**src/rtl/alu_issue_ctrl.sv**
```systemverilog
// -----------------------------------------------------------------------------
// alu_issue_ctrl
//
// Multi-cycle issue sequencer sitting in front of a combinational RV32I ALU.
// It accepts one decoded instruction at a time. It drives the ALU operands and
// control for one or two cycles, samples the ALU outputs, and presents a
// registered response.
//
// Ports:
//   clk, reset              single rising-edge clock, synchronous active-high reset
//   req_valid / req_ready   request handshake (ready only in IDLE and out of reset)
//   req_kind                00 R-type, 01 I-type ALU, 10 load/store address, 11 branch
//   req_funct3, req_funct7b5  instruction funct3 and bit 30
//   req_rs1/rs2/imm/pc      operands (imm already sign-extended)
//   alu_a, alu_b, alu_ctrl  ALU operand/control drive (idle: 0, 0, ADD)
//   alu_result, alu_zero    combinational ALU outputs sampled back
//   rsp_valid / rsp_ready   response handshake
//   rsp_result              ALU result, or branch target for branches
//   rsp_taken               branch outcome (0 for non-branch)
//   rsp_illegal             unsupported encoding
// -----------------------------------------------------------------------------
module alu_issue_ctrl #(
    parameter int XLEN = 32
) (
    input  logic            clk,
    input  logic            reset,
    input  logic            req_valid,
    output logic            req_ready,
    input  logic [1:0]      req_kind,
    input  logic [2:0]      req_funct3,
    input  logic            req_funct7b5,
    input  logic [XLEN-1:0] req_rs1,
    input  logic [XLEN-1:0] req_rs2,
    input  logic [XLEN-1:0] req_imm,
    input  logic [XLEN-1:0] req_pc,
    output logic [XLEN-1:0] alu_a,
    output logic [XLEN-1:0] alu_b,
    output logic [3:0]      alu_ctrl,
    input  logic [XLEN-1:0] alu_result,
    input  logic            alu_zero,
    output logic            rsp_valid,
    input  logic            rsp_ready,
    output logic [XLEN-1:0] rsp_result,
    output logic            rsp_taken,
    output logic            rsp_illegal
);

    typedef enum logic [1:0] {
        IDLE   = 2'd0,
        EXEC   = 2'd1,
        BR_TGT = 2'd2,
        RESP   = 2'd3
    } state_t;

    localparam logic [3:0] CTRL_AND = 4'b0000;
    localparam logic [3:0] CTRL_OR  = 4'b0001;
    localparam logic [3:0] CTRL_ADD = 4'b0010;
    localparam logic [3:0] CTRL_SUB = 4'b0110;

    localparam logic [1:0] KIND_R  = 2'b00;
    localparam logic [1:0] KIND_I  = 2'b01;
    localparam logic [1:0] KIND_LS = 2'b10;
    localparam logic [1:0] KIND_BR = 2'b11;

    state_t          state_q;
    logic [XLEN-1:0] rs1_q, rs2_q, imm_q, pc_q;
    logic [3:0]      ctrl_q;
    logic            use_imm_q;
    logic            is_branch_q;
    logic            bne_q;       // funct3[0]: inverts the zero flag for BNE
    logic            taken_q;     // branch outcome held across BR_TGT
    logic            rsp_valid_q, rsp_taken_q, rsp_illegal_q;
    logic [XLEN-1:0] rsp_result_q;

    logic            dec_legal;
    logic [3:0]      dec_ctrl;
    logic            dec_use_imm;

    // Decode of the request as presented; only consumed on an accept edge.
    always_comb begin
        dec_legal   = 1'b1;
        dec_ctrl    = CTRL_ADD;
        dec_use_imm = 1'b0;
        case (req_kind)
            KIND_R: begin
                case (req_funct3)
                    3'b000:  dec_ctrl = req_funct7b5 ? CTRL_SUB : CTRL_ADD;
                    3'b110:  dec_ctrl = CTRL_OR;
                    3'b111:  dec_ctrl = CTRL_AND;
                    default: dec_legal = 1'b0;
                endcase
            end
            KIND_I: begin
                dec_use_imm = 1'b1;
                case (req_funct3)
                    3'b000:  dec_ctrl = CTRL_ADD;
                    3'b110:  dec_ctrl = CTRL_OR;
                    3'b111:  dec_ctrl = CTRL_AND;
                    default: dec_legal = 1'b0;
                endcase
            end
            KIND_LS: begin
                dec_use_imm = 1'b1;
                dec_ctrl    = CTRL_ADD;
            end
            default: begin
                // Branch compare is a SUB of rs1 and rs2; only BEQ/BNE supported.
                dec_ctrl  = CTRL_SUB;
                dec_legal = (req_funct3 == 3'b000) || (req_funct3 == 3'b001);
            end
        endcase
    end

    assign req_ready = (state_q == IDLE) & ~reset;

    // ALU drive follows the state: compare/op in EXEC, target add in BR_TGT.
    always_comb begin
        alu_a    = '0;
        alu_b    = '0;
        alu_ctrl = CTRL_ADD;
        case (state_q)
            EXEC: begin
                alu_a    = rs1_q;
                alu_b    = use_imm_q ? imm_q : rs2_q;
                alu_ctrl = ctrl_q;
            end
            BR_TGT: begin
                alu_a    = pc_q;
                alu_b    = imm_q;
                alu_ctrl = CTRL_ADD;
            end
            default: ;
        endcase
    end

    always_ff @(posedge clk) begin
        if (reset) begin
            state_q       <= IDLE;
            rs1_q         <= '0;
            rs2_q         <= '0;
            imm_q         <= '0;
            pc_q          <= '0;
            ctrl_q        <= CTRL_ADD;
            use_imm_q     <= 1'b0;
            is_branch_q   <= 1'b0;
            bne_q         <= 1'b0;
            taken_q       <= 1'b0;
            rsp_valid_q   <= 1'b0;
            rsp_result_q  <= '0;
            rsp_taken_q   <= 1'b0;
            rsp_illegal_q <= 1'b0;
        end else begin
            case (state_q)
                IDLE: begin
                    if (req_valid) begin
                        rs1_q       <= req_rs1;
                        rs2_q       <= req_rs2;
                        imm_q       <= req_imm;
                        pc_q        <= req_pc;
                        ctrl_q      <= dec_ctrl;
                        use_imm_q   <= dec_use_imm;
                        is_branch_q <= (req_kind == KIND_BR);
                        bne_q       <= req_funct3[0];
                        if (dec_legal) begin
                            state_q <= EXEC;
                        end else begin
                            // Illegal encodings skip the ALU entirely.
                            rsp_valid_q   <= 1'b1;
                            rsp_result_q  <= '0;
                            rsp_taken_q   <= 1'b0;
                            rsp_illegal_q <= 1'b1;
                            state_q       <= RESP;
                        end
                    end
                end
                EXEC: begin
                    if (is_branch_q) begin
                        taken_q <= alu_zero ^ bne_q;
                        state_q <= BR_TGT;
                    end else begin
                        rsp_valid_q   <= 1'b1;
                        rsp_result_q  <= alu_result;
                        rsp_taken_q   <= 1'b0;
                        rsp_illegal_q <= 1'b0;
                        state_q       <= RESP;
                    end
                end
                BR_TGT: begin
                    // Outcome is published together with the target so rsp_*
                    // only change on entry to RESP.
                    rsp_valid_q   <= 1'b1;
                    rsp_result_q  <= alu_result;
                    rsp_taken_q   <= taken_q;
                    rsp_illegal_q <= 1'b0;
                    state_q       <= RESP;
                end
                default: begin
                    if (rsp_ready) begin
                        rsp_valid_q <= 1'b0;
                        state_q     <= IDLE;
                    end
                end
            endcase
        end
    end

    assign rsp_valid   = rsp_valid_q;
    assign rsp_result  = rsp_result_q;
    assign rsp_taken   = rsp_taken_q;
    assign rsp_illegal = rsp_illegal_q;

endmodule

```
**config.mk**
```make
export PLATFORM = sky130hd
export DESIGN_NAME = alu_issue_ctrl
export DESIGN_NICKNAME = d
export VERILOG_FILES = /design/src/rtl/alu_issue_ctrl.sv
export SDC_FILE = /design/constraint.sdc
export NUM_CORES = 1
export LEC_CHECK = 0
export ABC_AREA = 1
export CORE_ASPECT_RATIO = 1.5
export CORE_MARGIN = 4
export CORE_UTILIZATION = 35
export CTS_CLUSTER_DIAMETER = 150
export DETAILED_ROUTE_END_ITERATION = 12
export GPL_TIMING_DRIVEN = 1
export PLACE_DENSITY = 0.67
export SLEW_MARGIN = 20
export SYNTH_ARGS = -nofsm -noshare
export SYNTH_HDL_FRONTEND = slang
export SYNTH_SLANG_ARGS = --single-unit
export TNS_END_PERCENT = 10
```
**constraint.sdc**
```tcl
create_clock -name clk -period 1.8 [get_ports clk]
set_input_delay 0.45 -clock clk [delete_from_list [all_inputs] [get_ports clk]]
set_output_delay 0.45 -clock clk [all_outputs]
set_load 0.03 [all_outputs]
```
# Word level (Yosys, flattened, before mapping)
# Index checks and enable logic that the tools add are counted.
[word_totals]
ff_bits = 173
out_inout_bits = 104
word_cells = 72
[classes]
eq_ne = 11
n_mux = 30
bitwise_logic = 3
reduce_logical = 14
[op_table]
columns = ["op", "count"]
rows = [
  ["$mux W32", 4],
  ["$pmux W32 S2", 2],
  ["$pmux W32 S3", 1],
  ["$pmux W4 S3", 1],
  ["$mux W1", 10],
  ["$pmux W1 S3", 3],
  ["$pmux W3 S3", 1],
  ["$reduce_and A4 Y1", 2],
  ["$eq A2 B2 Y1 const B", 3],
  ["$eq A3 B3 Y1 const B", 2],
  ["$mux W2", 3],
  ["$ne A2 B2 Y1 const B", 3],
  ["$pmux W2 S3", 1],
  ["$reduce_and A2 Y1", 3],
  ["$eq A2 B1 Y1 const B", 2],
  ["$logic_not A2 Y1", 2],
  ["$mux W4", 1],
  ["$pmux W2 S2", 1],
  ["$reduce_bool A4 Y1", 1],
  ["$reduce_or A2 Y1", 2],
  ["$eq A3 B1 Y1 const B", 1],
  ["$logic_not A3 Y1", 1],
  ["$mux W3", 1],
  ["$reduce_bool A3 Y1", 1],
  ["6 further kinds", 6],
]

# Longest topological paths before layout
[depth]
word_depth = 7
ltp_mapped = 11

# Least setup slack after synthesis
# No wires, ideal clock.
[synth_path]
path_type = "register -> output"
start = "register state_q[0]"
end = "output alu_a[10]"
arrival_ps = 1822
path_slack_ps = -472
stages_incl_launch_ff = 8
path_buffers = 3
cell_sequence = "dfxtp_1 > inv_1 > ha_1 > clkbuf_1 > inv_1 > buf_2 > buf_1 > a21oi_1"
[synth_between]
elab_chain_len = 2
elab_cells_between_ends = 3
classes_between = "2 x eq/ne; 1 x mux"
[synth_rtl]
columns = ["element", "line_no", "source"]
rows = [
  ["start: declaration", "65", "state_t state_q;"],
  ["start signal: assignment", "138", "state_q <= IDLE;"],
  ["start signal: assignment", "165", "state_q <= EXEC;"],
  ["start signal: assignment", "172", "state_q <= RESP;"],
  ["$eq A2 B2 Y1 / $eq A2 B1 Y1 (equally long branches)", "121", "case (state_q)"],
  ["$pmux W32 S2 (*)", "121", ""],
  ["end: declaration", "36", "output logic [XLEN-1:0] alu_a,"],
]
# Every way passes the cells marked *; elsewhere a longest branch is shown, timed or not.

# Worst setup path in the final report
[layout_path]
start = "register state_q[0]"
end = "output alu_b[15]"
[layout_between]
elab_chain_len = 2
elab_cells_between_ends = 3
classes_between = "2 x eq/ne; 1 x mux"
[layout_rtl]
columns = ["element", "line_no", "source"]
rows = [
  ["$eq A2 B2 Y1 / $eq A2 B1 Y1 (equally long branches)", "121", ""],
  ["$pmux W32 S2 (*)", "121", ""],
  ["end: declaration", "37", "output logic [XLEN-1:0] alu_b,"],
]
# Marked as above.

==> key figures <==
Status
  – Outcome: complete, but fails checks
  – Failing checks: setup timing

Global routing
  – GRT overflow: 0
  – Vias in the first global route: 7,747
  – Largest net degree at the start of global routing: 56
  – GRT Total Usage: 0.1946
  – First-pass GRT wire length: 38.33 mm
  – Initial antenna violation count: 4

Floorplan
  – Area of the core: 21,880 um2
  – Row count: 66
  – Die W: 130.3 um
  – Die Area: 24,940 um2
  – Initial core utilization: 0.3588
  – Die Y: 191.4 um
  – Ports: 275

Yosys
  – Synth cell types: 27
  – Yosys top cell by area: dfxtp_1
  – Post-synth EDFFs: 0
  – Synth cell count leaders: nor2_1 (205), nand2_1 (180), inv_1 (177)
  – Cells after synthesis: 1,158
  – Synth warn: 0
  – Synthesis-stage register bit count: 172
  – Sequential share of the synthesized area: 0.4386
  – Area contributors post-synth: dfxtp_1 (44%), nor2_1 (9.8%), nand2_1 (8.6%)
  – Most common cell in the netlist: nor2_1
  – Main synth FF type: dfxtp_1
  – Syn Area/Cell: 6.780 um2
  – Cell area after synthesis: 7851 um2
  – Syn_nets: 1,338
  – Ys async rst share: 0
  – Post-synth top area share: 0.4386

Route
  – Wire per inst: 14.53 um
  – Post-DR vias/cell: 4.664
  – Vias: 7,952
  – Drt drc: 0
  – Final ANT Viol Nets: 0
  – DRT Wirelength: 24.77 mm
  – 1st-iter DRT viols: 393
  – DRT Pass-1 Iters: 4

Layout
  – Post-layout util: 0.5652
  – Layout area overhead: 57.53%
  – Final #Nets: 1,597
  – Share of layout cells above drive strength 1: 0.2049
  – Layout fillers: 2,035

Power and ir drop
  – Sequential Power Share: 0.288
  – PwrDens: 1522 nW/um2
  – Switching part of the total: 0.4372
  – Worst vdd ir: 0.0007154 V
  – Static leakage power: 5.178 nW
  – Total Power: 0.01882 W
  – Internal: 0.01059 W
  – Net Switching: 0.008230 W
  – Power share of the combinational group: 0.525
  – Clk pwr share: 0.187

Placed design
  – Port-buffer cells: 273
  – Final HPWL DP: 17.52 mm
  – Routability cong.: 0.8145
  – Pre-CTS setup slack: -259.9 ps

Worst setup path
  – CP peak stage delay: 370 ps
  – Crit path buf inv count: 4
  – CP Launch Type: register
  – Crit path cell chain: inv_2, ha_1, a21oi_2, buf_12, o22ai_2, inv_1, nor2_4, buf_6
  – CP Capture Type: output port
  – R2R Path Start: state_q[1]
  – Worst-path fanout max: 23
  – Critical Path Start: state_q[0]
  – Crit-path slowest cell: dfxtp_4
  – Required time worst endpoint: 1350 ps
  – CP Class: register to output port
  – CP delay by family, top: buffers and inverters
  – Worst Path Arrival: 1940 ps

Worst hold path
  – Hold Path Class: register to register
  – Hold_sp: rs2_q[2]

Timing
  – Final Hold Fails: 0
  – Final min period: 2391 ps
  – RSZ-0062 raised after global routing: yes
  – Setup Viol. Count Final: 100
  – Max Fclk: 0.4182 GHz
  – Final Max Slew Viols: 0
  – PnR worst setup slack: -591.3 ps
  – Period utilisation layout: 1.328
  – Clock Skew: 6.571 ps

Run
  – Max cap viols: 0

Clock network
  – CTS H-tree lvls: 4
  – Root Driver: clkbuf_16
  – TritonCTS Buffers: 17
  – Clk_lat worst skew: 430 ps
  – CTS tree: built
  – Clock sinks: 172
  – Max clock buf depth: 2
  – Reg clk slew, reported paths: 70 ps
-- worst paths after layout --
path / to / slack [ps] / cells past startpoint
max: alu_b[15] / -590 / 8
min: rs2_q[2] / 450 / 2
max reg2reg: rsp_result[12] / -30 / 11
min reg2reg: rs2_q[2] / 450 / 2
-- flip-flops by register name (all words and copies together) (netlist names), 2 cells and up --
signal	cells
ctrl_q	3
imm_q	32
rsp_result	32
rs2_q	32
rs1_q	32
pc_q	32
state_q	2
-- stage by stage --
stage                     std cells  setup TNS, ps  instance area, um2  hold slack, ps
final                          1705         -34220               12370           452.3
after global routing           1704         -46070               12370           480.2
after CTS                      1700         -37400               12240           453.5
after detailed placement       1666         -16600               11400           442.4
after global placement         1666         -14890               11400           436.8
after floorplan                1158          -6938                8369           429.7
-- metal layers --
layer | GRT usage | vias to the layer above | wire [um]
met1 | 0.2148 | 3579 | 9843
met5 | 0 | - | 13
li1 | - | 4142 | -
met4 | 0.06400 | 2 | 526
met2 | 0.3524 | 205 | 12870
met3 | 0.05591 | 24 | 1513
-- power groups by stage --
stage               sequential [W]  clock (W)  combinational, W
detailed placement         0.00552          0           0.00951
finish                     0.00543    0.00352           0.00987
global placement           0.00550          0           0.00940
global route               0.00554    0.00376            0.0109
floorplan                  0.00610          0           0.00587
CTS                        0.00543    0.00362           0.00977
-- layout by cell type (no fill, tap or decap), types with 14 or more instances in the layout --
master,Yosys,routed
nor2_4,0,31
buf_4,3,61
nand4_1,29,29
dlygate4sd2_1,0,35
nor2_2,12,14
buf_6,11,36
nor2_1,205,172
inv_2,2,21
inv_1,177,155
a21oi_2,0,23
dfxtp_1,172,170
a21oi_1,106,73
o21ai_0,135,135
o22ai_2,0,26
buf_12,0,21
clkdlybuf4s50_1,0,170
nand2_1,180,179
clkbuf_16,0,18
-- worst min-delay path, delay by kind of cell (launching register included) --
kind                   cells  cell delay [ps]
buffers and inverters      1               60
flip-flops                 1              300
AO/OA/AOI/OAI              1               60
-- cell families after synthesis --
family	Yosys count	share of synthesized area
DFF	172	0.4386
adders and majority gates	9	0.01434
and+or+nand+nor	436	0.2247
AOI/OAI and AO/OA	274	0.1801
buffers and inverters	265	0.1407
xor gates and xnor gates	1	0.001116
other	1	0.0004776
-- area by class of cell --
type	count	area (um2)	area share
Multi-Input combinational cell	721	3973	0.3212
Sequential cell	172	3448	0.2788
Timing Repair Buffer	326	3358	0.2715
Inverter	179	681.9	0.05513
Clock buffer	19	442.9	0.03581
Tap cell	272	340.3	0.02752
Clock inverter	13	116.4	0.009408
Antenna cell	3	7.507	0.0006070
-- timing repair --
action | CTS | global route
setup buffers | 1 | 1
pin swaps | 5 | 3
endpoints found under the setup margin | 140 | 105
cloned | 1 | 1
hold buffers | 0 | 0
gates resized for setup | 112 | 21
No activity file was read; power rests on OpenSTA's default activity.
